--- src/rtl/score_pkg.sv ---
// score_pkg: shared state encoding and constants for the score_bcd converter.
package score_pkg;
  typedef enum logic [1:0] {IDLE, SHIFT, DONE} state_t;
  localparam int BCD_DIGITS = 4;
  localparam logic [15:0] DEC_MAX = 16'd9999;
  localparam int SHIFT_CNT = 16;
endpackage

--- src/rtl/bcd_adj3.sv ---
// bcd_adj3: one-digit shift-and-add-3 adjust (d >= 5 ? d+3 : d).
module bcd_adj3 (
  input  logic [3:0] d,
  output logic [3:0] q
);
  assign q = (d >= 4'd5) ? d + 4'd3 : d;
endmodule

--- src/rtl/score_bcd.sv ---
// score_bcd: sequential 16-bit binary to packed BCD converter, one bit per clock.
// Define SCORE_BCD_SAT_EN to clamp inputs above 9999 to 9999 instead of wrapping.
module score_bcd
  import score_pkg::*;
#(
  parameter int IN_W = 16
) (
  input  logic            cclk,
  input  logic            clr,
  input  logic            start,
  input  logic [IN_W-1:0] bin,
  output logic            busy,
  output logic            done,
  output logic [15:0]     bcd,
  output logic            ovf
);
  localparam int SCR_W = (BCD_DIGITS + 1) * 4;
  state_t state_q, state_d;
  logic [IN_W-1:0] sr_q, sr_d, load;
  logic [SCR_W-1:0] scr_q, scr_d, adj;
  logic [3:0] cnt_q, cnt_d;
  logic ovf_nx_q, ovf_nx_d, ovf_q, ovf_d, busy_q, busy_d, done_q, done_d;
  logic [15:0] bcd_q, bcd_d;
  for (genvar i = 0; i <= BCD_DIGITS; i++) begin : g_adj
    bcd_adj3 u_adj (.d(scr_q[4*i +: 4]), .q(adj[4*i +: 4]));
  end
`ifdef SCORE_BCD_SAT_EN
  assign load = (bin > DEC_MAX) ? DEC_MAX : bin;
`else
  assign load = bin;
`endif
  always_comb begin
    state_d  = state_q;
    sr_d     = sr_q;
    scr_d    = scr_q;
    cnt_d    = cnt_q;
    ovf_nx_d = ovf_nx_q;
    bcd_d    = bcd_q;
    ovf_d    = ovf_q;
    done_d   = 1'b0;
    case (state_q)
      IDLE: if (start) begin
        sr_d     = load;
        scr_d    = '0;
        cnt_d    = '0;
        ovf_nx_d = bin > DEC_MAX;
        state_d  = SHIFT;
      end
      SHIFT: begin
        {scr_d, sr_d} = {adj, sr_q} << 1;
        cnt_d = cnt_q + 4'd1;
        state_d = (cnt_q == 4'(SHIFT_CNT - 1)) ? DONE : SHIFT;
      end
      DONE: begin
        bcd_d   = scr_q[15:0];
        ovf_d   = ovf_nx_q;
        done_d  = 1'b1;
        state_d = IDLE;
      end
      default: state_d = IDLE;
    endcase
    busy_d = state_d != IDLE;
  end
  always_ff @(posedge cclk or posedge clr) begin
    if (clr) begin
      state_q  <= IDLE;
      sr_q     <= '0;
      scr_q    <= '0;
      cnt_q    <= '0;
      ovf_nx_q <= 1'b0;
      bcd_q    <= '0;
      ovf_q    <= 1'b0;
      busy_q   <= 1'b0;
      done_q   <= 1'b0;
    end else begin
      state_q  <= state_d;
      sr_q     <= sr_d;
      scr_q    <= scr_d;
      cnt_q    <= cnt_d;
      ovf_nx_q <= ovf_nx_d;
      bcd_q    <= bcd_d;
      ovf_q    <= ovf_d;
      busy_q   <= busy_d;
      done_q   <= done_d;
    end
  end
  assign busy = busy_q;
  assign done = done_q;
  assign bcd  = bcd_q;
  assign ovf  = ovf_q;
endmodule
--- config.mk ---
export PLATFORM = sky130hd
export DESIGN_NAME = score_bcd
export DESIGN_NICKNAME = d
export VERILOG_FILES = /design/src/rtl/score_pkg.sv /design/src/rtl/bcd_adj3.sv /design/src/rtl/score_bcd.sv
export SDC_FILE = /design/constraint.sdc
export NUM_CORES = 1
export LEC_CHECK = 0
export ABC_AREA = 1
export ABC_CLOCK_PERIOD_IN_PS = 3000
export CORE_MARGIN = 2
export CORE_UTILIZATION = 60
export CTS_CLUSTER_SIZE = 14
export DETAILED_ROUTE_END_ITERATION = 6
export DONT_BUFFER_PORTS = 1
export HOLD_SLACK_MARGIN = 0.08
export PLACE_DENSITY = 0.85
export SYNTH_ARGS = -nofsm -noshare
export SYNTH_HDL_FRONTEND = slang
export SYNTH_SLANG_ARGS = --single-unit
--- constraint.sdc ---
create_clock -name cclk -period 3 [get_ports cclk]
set_clock_uncertainty 0.1 [all_clocks]
set_input_delay 0.6 -clock cclk [delete_from_list [all_inputs] [get_ports cclk]]
set_output_delay 0.6 -clock cclk [all_outputs]
set_load 0.02 [all_outputs]
Yosys cells after proc, flatten, opt, wreduce, memory -nomap -nowiden
Cells that the tools add are included.
Widths: inputs -> output; s select.

word-level totals
  register bits = 62
  bits of input ports = 19
  output and inout port bits = 19
  logic and storage cells = 45

operators by class
  add/subtract/negate cells = 6
  $lt $le $gt $ge = 6
  equal/unequal tests = 4
  mux-type cells = 15
  reduce and logical (&&, ||, !) cells = 5

operators by type and width
  kind                  number
  $pmux 20 s2           1
  $pmux 16 s2           1
  $ge 4x3->1 const B    5
  $mux 20               1
  $mux 4                5
  $add 4x2->4 const B   4
  $gt 16x14->1 const B  1
  $mux 16               1
  $pmux 4 s2            1
  $add 4x1->4 const B   1
  $eq 4x4->1 const B    1
  $mux 2                2
  $pmux 2 s2            1
  $reduce_and 2->1      2
  $reduce_bool 2->1     2
  $add 3x2->3 const B   1
  $mux 3                1
  $eq 2x1->1 const B    1
  $eq 2x2->1 const B    1
  $logic_not 2->1       1
  $ne 2x2->1 const B    1
  $mux 1                1

Longest topological paths before layout
Gate-level depths: netlist of the first run.

  depth in word-level cells = 4
  mapped depth = 8
  mapped depth without buffers = 8

Modules after synthesis
Synthesis of the first run repeated with hierarchy kept, for this count alone.

second synthesis, totals
  cells, all modules = 346
  area, all modules = 2966.6 sq um

by module, submodules not included
  module     instances  cells an instance  area each (sq um)  seq. area each (sq um)
  score_bcd  1          254                2426.1             1451.4
  bcd_adj3   4          23                 135.1              0.0

Worst setup path before layout of the first run
OpenSTA, ideal clock, no wires.

  path kind = flip-flop to flip-flop
  start = reg scr_q[8]
  end = reg scr_q[12]
  setup time = 0.126 ns
  data arrival time = 1.183 ns
  data required time = 2.774 ns
  slack = 1.591 ns
  cell stages (with the launch flop) = 8
  path buffers = 0
  period minus slack after synthesis = 1.409 ns
  cells stage by stage = dfrtp_1 inv_1 ha_1 inv_1 o21ai_0 o21ai_0 nand2_1 o21ai_0

between the ends
  longest elaborated chain between the ends = 3
  elaborated cells on any way between the ends = 4
  classes of those cells = add/sub (1); order compare (1); mux (2)

ends and longest elaborated chain
  item                                              line             RTL
  start: declaration                                score_bcd.sv:20  logic [SCR_W-1:0] scr_q, scr_d, adj;
  start signal: assignment                          score_bcd.sv:78  scr_q <= scr_d;
  $add 4x2->4 / $ge 4x3->1 (equally long branches)  bcd_adj3.sv:6    assign q = (d >= 4'd5) ? d + 4'd3 : d;
  $mux 4 *                                          bcd_adj3.sv:6
  $pmux 20 s2 *                                     score_bcd.sv:41  case (state_q)

Mark *: on every way between the ends. The rest lies on a longest branch, timed or not.
A chain may end at the register's enable or synchronous reset.

Worst setup path after layout of the first run
  start = reg scr_q[8]
  end = reg scr_q[9]

Same word-level chain as after synthesis.

==> results.json, run 1 <==
{
  "synth_edf_count": 0,
  "dieArea_um2": 5010,
  "yosysWarnings": 0,
  "grt_max_degree": 59,
  "num_rows": 24,
  "initial_core_util_pct": 61.9,
  "port_buffers": 0,
  "layout_min_cycle_time_ns": 1.65,
  "drt_pre_antenna_iters": 6,
  "synth_nets": 347,
  "place_congestion": 0.796,
  "drt-total-wl_um": 4880,
  "clock-sinks": 58,
  "drive_gt1_share_pct": 7.01,
  "finalInstanceArea_um2": 2870,
  "ctsHoldBuffers": 0,
  "setup_violations": 0,
  "synth_seq_area_share_pct": 54.2,
  "die_w_um": 70.8,
  "crit_required_ns": 3.12,
  "insertion_delay_ns": 0.33,
  "synthDistinctLibCells": 24,
  "drtIter0Drc": 187,
  "syn_inst": 319,
  "grt_overflow": 0,
  "cp-end-kind": "flop",
  "coreArea_um2": 4320,
  "drc": 0,
  "drtAntennaViolNets": 0,
  "start_kind": "flop",
  "crit_fanout": 5,
  "fin_setup_tns_ns": 0,
  "antenna_found_initial": 0,
  "synth_area_um2": 2680,
  "criticalPathCategory": "reg -> reg",
  "yosys_register_bits": 58,
  "max-slew-margin-rel_pct": 43.5,
  "viasPerCell": 5.41,
  "grt_pass1_vias": 2010,
  "synth_area_per_cell_um2": 8.39,
  "cap_violations": 0,
  "post-cts-setup-buffers": 0,
  "worstMarginPinSlew_ns": 0.846,
  "io_pins": 38,
  "nFillCells": 353,
  "peakVddDrop_uv": 502,
  "finalHoldViolCount": 0,
  "post_cts_resized": 0,
  "worst-endpoint-arrival_ns": 1.77,
  "clk_pin_slew_ns": 0.06,
  "synthFlopType": "dfrtp_1",
  "die_y_um": 70.8,
  "hpwl_um": 3320,
  "n_antenna_cell": 0,
  "grt_pass1_wl_um": 8560,
  "hold_class": "in -> async",
  "grt_use_total_pct": 21.7,
  "area_growth_pct": 7.25,
  "p_leak_nw": 1.46,
  "fmax_mhz": 608,
  "cts_root_buffer": "clkbuf_8",
  "cts_buffer_depth": 2,
  "placed_area_um2": 2710,
  "dr_total_vias": 2057,
  "grt_setup_unrepaired": "false",
  "tritoncts": "done",
  "outcome": "finished clean",
  "cts_buffers": 9,
  "drv_slew": 0,
  "h-tree-depth": 3,
  "power_density_nw_per_um2": 1100,
  "period_share_pct": 54.8,
  "wl_per_cell_um": 12.8,
  "synthArstFlopShare_pct": 100,
  "finish.utilization_pct": 66.4,
  "layout.nets": 351
}
sequential cells by signal (all words and copies together) (netlist names):
| name | count |
|---|---|
| busy | 1 |
| ovf_nx_q | 1 |
| ovf | 1 |
| state_q | 2 |
| scr_q | 16 |
| bcd | 16 |
| sr_q | 16 |
| cnt_q | 4 |
| done | 1 |
cell families (layout without fill, tap and decap cells):
group                      Yosys count  in the layout  share of synthesized area [%]
xor gates and xnor gates             2              2                          0.655
and+or+nand+nor                    151            151                           23.1
adders and majority gates            9              9                           4.21
DFF                                 58             58                           54.2
AOI/OAI and AO/OA                   54             54                           10.8
buffers and inverters               45             54                           7.06
cell usage after synthesis, types with 2 or more instances:
cell | count | area share, %
nand2_1 | 109 | 15
dfrtp_1 | 58 | 54
o21ai_0 | 36 | 6.7
inv_1 | 32 | 4.5
nand3_1 | 27 | 5.0
nor2_1 | 10 | 1.4
ha_1 | 9 | 4.2
o21ai_1 | 5 | 0.93
a21oi_1 | 4 | 0.75
buf_2 | 4 | 0.75
o211ai_1 | 4 | 1.1
clkbuf_1 | 3 | 0.42
inv_2 | 3 | 0.42
o22ai_1 | 3 | 0.70
buf_6 | 2 | 0.84
xor2_1 | 2 | 0.65
worst max-delay path, stage by stage (launching register included):
cell and delay (ns):
dfrtp_1 0.43, inv_1 0.15, ha_1 0.18, inv_1 0.05
o21ai_0 0.33, nand3_1 0.13, nand3_1 0.11, nand2_1 0.05
routing by layer:
metal / routed length [um] / global-route usage, % / vias to the layer above
li1: - / - / 1027
met1: 2160 / 27.2 / 953
met2: 2330 / 34.2 / 63
met3: 290 / 6.55 / 14
met4: 103 / 10.9 / 0
met5: 0 / 0 / -
report_power, final:
part	switching [mW]	total, mW	internal [mW]	leakage, nW
sequential	0.323	1.42	1.10	0.719
clock	0.286	0.605	0.318	0.0872
combinational	0.721	1.13	0.413	0.656
through the flow:
step / std cells / total power [mW] / hold WS, ns / setup WS, ns
after detailed placement: 364 / 2.57 / 0.373 / 1.35
after global placement: 364 / 2.50 / 0.360 / 1.40
after CTS: 380 / 3.18 / 0.273 / 1.34
after global routing: 380 / 3.44 / 0.307 / 1.12
final: 380 / 3.16 / 0.248 / 1.35
after floorplan: 319 / 2.31 / 0.342 / 0.872
area by class of cell:
type | count | area [um^2] | share of cell area (%)
Clock buffer | 13 | 149 | 5.19
Timing Repair Buffer | 3 | 22.5 | 0.785
Sequential cell | 58 | 1450 | 50.6
Tap cell | 52 | 65.1 | 2.27
Multi-Input combinational cell | 216 | 1040 | 36.1
Inverter | 35 | 131 | 4.58
Clock inverter | 3 | 15.0 | 0.523
final timing paths:
path / from / to / slack (ns) / depth (start not counted)
setup / recovery: scr_q[8] / scr_q[9] / 1.35 / 7
hold / removal: clr / ovf / 0.25 / 2
setup reg to reg: scr_q[8] / scr_q[9] / 1.35 / 7
hold reg to reg: sr_q[5] / sr_q[5] / 0.39 / 2
max in group asynchronous: clr / sr_q[2] / 2.10 / 2
min in group cclk: bin[0] / sr_q[0] / 0.29 / 2
cells in the final DEF (no fill, tap or decap), drive strengths merged:
cell	instances
nand4	1
a21oi	4
buf	3
o211ai	4
nand3	27
a31oi	1
nor2	12
o21ai	41
dfrtp	58
o21bai	1
o22ai	3
clkinv	3
xor2	2
nand2	110
nor4	1
ha	9
inv	35
clkbuf	13
Power figures use the tool's default switching activity.
==> run 2: changes to the inputs <==
- ABC_CLOCK_PERIOD_IN_PS: 3000 -> 1510
- CORE_UTILIZATION: 60 -> 56
- PLACE_DENSITY: 0.85 -> 0.83
- clock period: 3 -> 1.51 ns (I/O delays scaled with it)
==> run 2 against run 1 <==
Total power increased by 110%. Flip-flop and latch count unchanged. Register-to-register slack got worse by 1.2 ns. Critical endpoint is now scr_q[10]. Critical path type unchanged. Worst setup slack got worse by 1.2 ns. Sequential share of layout area decreased by 4.9 points.
==> results.json, run 2 (synthesis results as in run 1) <==
{
  "antenna_found_initial": 0,
  "grt_pass1_wl_um": 9520,
  "whs_path_depth": 2,
  "drive_gt1_share_pct": 12.0,
  "initial_core_util_pct": 57.4,
  "cts_buffers": 9,
  "finish.utilization_pct": 68.2,
  "period_share_pct": 91.7,
  "drc": 0,
  "area_growth_pct": 18.8,
  "r2r_cells": 8,
  "finalInstanceArea_um2": 3180,
  "hold_class": "in -> reg",
  "die_w_um": 73.1,
  "tritoncts": "done",
  "crit_fanout": 4,
  "placed_area_um2": 2820,
  "dp.cells": 374,
  "cap_violations": 0,
  "cts_buffer_depth": 2,
  "drtAntennaViolNets": 0,
  "criticalPathCategory": "reg -> reg",
  "finalHoldViolCount": 0,
  "grt_pass1_vias": 2231,
  "outcome": "finished clean",
  "start_kind": "flop",
  "comb_power_share_pct": 39.5,
  "route.met3.wl_um": 330,
  "clkPwrFrac_pct": 17.9,
  "power_density_nw_per_um2": 2100,
  "nFillCells": 368,
  "drt_pre_antenna_iters": 4,
  "drtIter0Drc": 159,
  "die_y_um": 73.1,
  "grt_use_total_pct": 23.7,
  "p_leak_nw": 1.59,
  "crit_required_ns": 1.68,
  "setup_violations": 0,
  "cts_root_buffer": "clkbuf_8",
  "place_congestion": 0.798,
  "cp-end-kind": "flop",
  "sw_frac_of_total_pct": 41.4,
  "instances_no_fill": 404,
  "layout_min_cycle_time_ns": 1.38,
  "hpwl_um": 3510,
  "peakVddDrop_uv": 830,
  "final_cell_mix": "nand2_1 (109), dfrtp_1 (57), o21ai_0 (33)",
  "fmax_mhz": 722,
  "n_antenna_cell": 0,
  "grt_overflow": 0,
  "wl_per_cell_um": 13.9,
  "clock-sinks": 58,
  "grt_setup_unrepaired": "false",
  "worstMarginPinSlew_ns": 0.414,
  "place_ws_ns": -0.0298,
  "drv_slew": 0,
  "h-tree-depth": 3,
  "grt_max_degree": 42,
  "setup_slack_ns": 0.125,
  "layout.nets": 376,
  "met1Wirelength_um": 2460,
  "internal_power_mw": 3.92,
  "dieArea_um2": 5350,
  "seqPwrFrac_pct": 42.5,
  "fin_setup_tns_ns": 0,
  "max-slew-margin-rel_pct": 72.4,
  "drt-total-wl_um": 5630,
  "worst-endpoint-arrival_ns": 1.56,
  "routed-wl-met2_um": 2730,
  "highest_layer": "met4",
  "dr_total_vias": 2186,
  "insertion_delay_ns": 0.33,
  "viasPerCell": 5.41,
  "port_buffers": 0,
  "coreArea_um2": 4660,
  "clk_pin_slew_ns": 0.06,
  "io_pins": 38,
  "final_common_cell": "nand2_1",
  "p_switching_mw": 2.77,
  "num_rows": 25
}
-- run 2: final cells by class --
| type | instances | area [um^2] | area share (%) |
|---|---|---|---|
| Sequential cell | 58 | 1450 | 45.7 |
| Inverter | 35 | 135 | 4.25 |
| Tap cell | 54 | 67.6 | 2.12 |
| Multi-Input combinational cell | 216 | 1070 | 33.6 |
| Timing Repair Buffer | 28 | 298 | 9.36 |
| Clock buffer | 13 | 159 | 5.00 |
-- run 2: metrics by stage --
stage | total power [mW] | hold WS, ns
5_1_grt | 7.34 | 0.0961
6_report | 6.69 | 0.114
3_3_place_gp | 5.13 | 0.0959
4_1_cts | 6.56 | 0.0883
3_5_place_dp | 5.28 | 0.0970
2_1_floorplan | 4.59 | 0.295
-- run 2: power groups by stage --
stage	logic (mW)	registers [mW]	clock network [mW]
finish	2.64	2.84	1.20
global route	3.11	2.92	1.31
CTS	2.51	2.83	1.23
detailed placement	2.44	2.84	0
global placement	2.32	2.81	0
floorplan	1.87	2.72	0
-- run 2: final timing paths --
path / from / to / slack [ns]
worst min-delay path: bin[15] / sr_q[15] / 0.11
max in group asynchronous: clr / state_q[0] / 0.44
worst min register to register: sr_q[0] / sr_q[0] / 0.37
min in group asynchronous: clr / sr_q[6] / 0.35
worst max-delay path: scr_q[9] / scr_q[10] / 0.13
worst max register to register: scr_q[9] / scr_q[10] / 0.13
-- run 2: worst max-delay path, cell delays in order, from the launching register on --
cell and delay (ns):
dfrtp_1 0.40, inv_2 0.11, ha_4 0.14, inv_1 0.06
o21ai_2 0.21, nand2_1 0.10, nand2_1 0.09, nand3_1 0.06
nand2_1 0.06
-- run 2: timing repair --
item                       CTS  global route
buffers inserted             0             2
pin swaps                    0             3
hold buffers                15             0
hold endpoints to repair    31             0
resized for setup            3            12
setup endpoints to repair    6            13
-- run 2: per-layer routing --
metal	track usage [%]	up-vias
met5	0	-
met4	12.3	0
met3	8.56	14
met2	38.9	74
met1	26.9	1019
li1	-	1079
==> run 3: changes to the inputs <==
- ABC_AREA: 1 -> 0
- ABC_CLOCK_PERIOD_IN_PS: 1510 -> 1100
- clock period: 1.51 -> 1.1 ns (I/O delays scaled with it)
==> run 3 against run 2 <==
The flow now finishes with violations (negative setup slack). Global-route usage increased by 11 points. Combinational power increased to 3.0 times the previous value. Worst setup slack got worse by 0.72 ns. Via count increased by 31%. Maximum frequency decreased by 18%. Register-to-register slack got worse by 0.72 ns. Utilization increased by 26 points. Wire length increased by 110%. Critical path depth decreased by 1. Largest power group is now combinational cells.
==> results.json, run 3 <==
{
  "synth_top_cell_area_share_pct": 54.0,
  "synth_nets": 276,
  "fmax_mhz": 591,
  "dp.cells": 340,
  "peakVddDrop_uv": 2440,
  "nFillCells": 120,
  "outcome": "complete, but fails checks",
  "drt-total-wl_um": 11900,
  "layout_min_cycle_time_ns": 1.69,
  "synth_area_per_cell_um2": 10.8,
  "grt_pass1_wl_um": 13600,
  "place_congestion": 0.768,
  "cts_buffer_depth": 2,
  "ys_top_cells_by_area": "dfrtp_1 (54%), o21ai_0 (5.6%), a22oi_1 (4.2%), ha_1 (4.2%), mux2_2 (3.8%)",
  "hpwl_um": 4070,
  "worst-endpoint-arrival_ns": 1.81,
  "r2r_cells": 7,
  "setup_slack_ns": -0.592,
  "drtIter0Drc": 474,
  "worstMarginPinSlew_ns": 0.391,
  "clk_pin_slew_ns": 0.08,
  "yosysWarnings": 0,
  "grt_max_degree": 59,
  "drv_slew": 0,
  "area_growth_pct": 63.4,
  "whs_path_depth": 3,
  "r2r_start": "scr_q[5]",
  "drt_pre_antenna_iters": 5,
  "viasPerCell": 7.12,
  "wl_per_cell_um": 29.7,
  "startpoint": "scr_q[5]",
  "grt_use_total_pct": 35.0,
  "dr_total_vias": 2856,
  "insertion_delay_ns": 0.35,
  "start_kind": "flop",
  "drtAntennaViolNets": 0,
  "dieArea_um2": 5370,
  "power_density_nw_per_um2": 3170,
  "crit_required_ns": 1.22,
  "layout.nets": 371,
  "multi_input_comb_area_um2": 1680,
  "synthDistinctLibCells": 32,
  "cp-end-kind": "flop",
  "instances_no_fill": 401,
  "synth_top_area_cell": "dfrtp_1",
  "synthFlopType": "dfrtp_1",
  "drc": 0,
  "initial_core_util_pct": 57.7,
  "final_cell_mix": "buf_4 (52), dfrtp_1 (47), buf_6 (20)",
  "clock-sinks": 58,
  "num_rows": 25,
  "cts_buffers": 9,
  "synth_edf_count": 0,
  "coreArea_um2": 4660,
  "synth_seq_area_share_pct": 54.0,
  "violations": "negative setup slack",
  "final_common_cell": "buf_4",
  "antenna_found_initial": 1,
  "criticalPathCategory": "reg -> reg",
  "place_ws_ns": -0.350,
  "die_w_um": 73.3,
  "syn_inst": 248,
  "port_buffers": 0,
  "io_pins": 38,
  "fin_setup_tns_ns": -18.30,
  "finalHoldViolCount": 0,
  "synth_most_common_cell": "dfrtp_1",
  "regArea_um2": 1470,
  "cap_violations": 0,
  "synth_area_um2": 2690,
  "tritoncts": "done",
  "cts_root_buffer": "clkbuf_8",
  "crit_fanout": 3,
  "setup_violations": 77,
  "min_from": "start",
  "grt_pass1_vias": 2623,
  "period_share_pct": 154,
  "grt_overflow": 0,
  "synthArstFlopShare_pct": 100,
  "grt_setup_unrepaired": "true",
  "max-slew-margin-rel_pct": 73.8,
  "netlist_top_cells_count": "dfrtp_1 (58), o21ai_0 (30), nand2_1 (17)",
  "hold_class": "in -> reg",
  "die_y_um": 73.3,
  "p_leak_nw": 2.06,
  "h-tree-depth": 3,
  "n_antenna_cell": 0,
  "yosys_register_bits": 58,
  "drive_gt1_share_pct": 60.8
}
## run 3: cell families after synthesis
kind of cell,Yosys count,synth area share [%]
AOI/OAI and AO/OA,88,20.7
xor gates and xnor gates,4,1.30
adders and majority gates,9,4.19
buffers and inverters,26,4.79
DFF,58,54.0
muxes,13,5.26
and+or+nand+nor,50,9.77
## run 3: cell type report
type / instances / area share [%]
multi-input cells: 164 / 38.3
repair inverters: 1 / 0.199
repair buffers: 98 / 21.2
clock inverters: 3 / 0.911
inverters: 11 / 1.20
clock buffers: 12 / 3.30
well taps: 54 / 1.54
flip-flops and latches: 58 / 33.3
## run 3: worst paths after layout
kind	end	slack [ns]
min in group asynchronous	scr_q[8]	0.37
worst min register to register	bcd[10]	0.44
max in group asynchronous	bcd[12]	0.24
worst max register to register	scr_q[5]	-0.59
worst max-delay path	scr_q[5]	-0.59
worst min-delay path	sr_q[9]	0.15
## run 3: through the flow
stage | hold slack, ns | utilization [%] | power, mW | area, um^2
final | 0.150 | 94.3 | 13.9 | 4390
after global placement | 0.0924 | 69.6 | 8.29 | 3250
after CTS | 0.113 | 87.1 | 11.6 | 4060
after global routing | 0.151 | 94.3 | 14.3 | 4390
after detailed placement | 0.0945 | 69.6 | 8.54 | 3250
after floorplan | 0.213 | - | 6.76 | 2860
## run 3: metal layers
layer	track usage, %	routed length (um)
met1	42.1	3970
met2	58.4	5860
met3	11.8	1230
met4	12.9	852
met5	0	13
## run 3: repair_timing
item | 4_1_cts | 5_1_grt
hold buffers | 18 | 0
cloned | 5 | 0
buffers inserted | 11 | 15
gates resized for setup | 110 | 66
pin swaps | 32 | 18
endpoints found under the hold margin | 75 | 0
endpoints found under the setup margin | 74 | 76
## run 3: power by group
| group | internal (mW) | switching (mW) |
|---|---|---|
| registers | 2.95 | 1.14 |
| clock network | 1.09 | 0.906 |
| logic | 3.83 | 4.00 |
## run 3: critical path, stage by stage, from the launching register on
cell      delay (ns)
dfrtp_1         0.41
inv_2           0.14
ha_4            0.15
nand2b_4        0.14
a21oi_4         0.07
buf_4           0.15
xnor2_1         0.26
o22ai_1         0.15
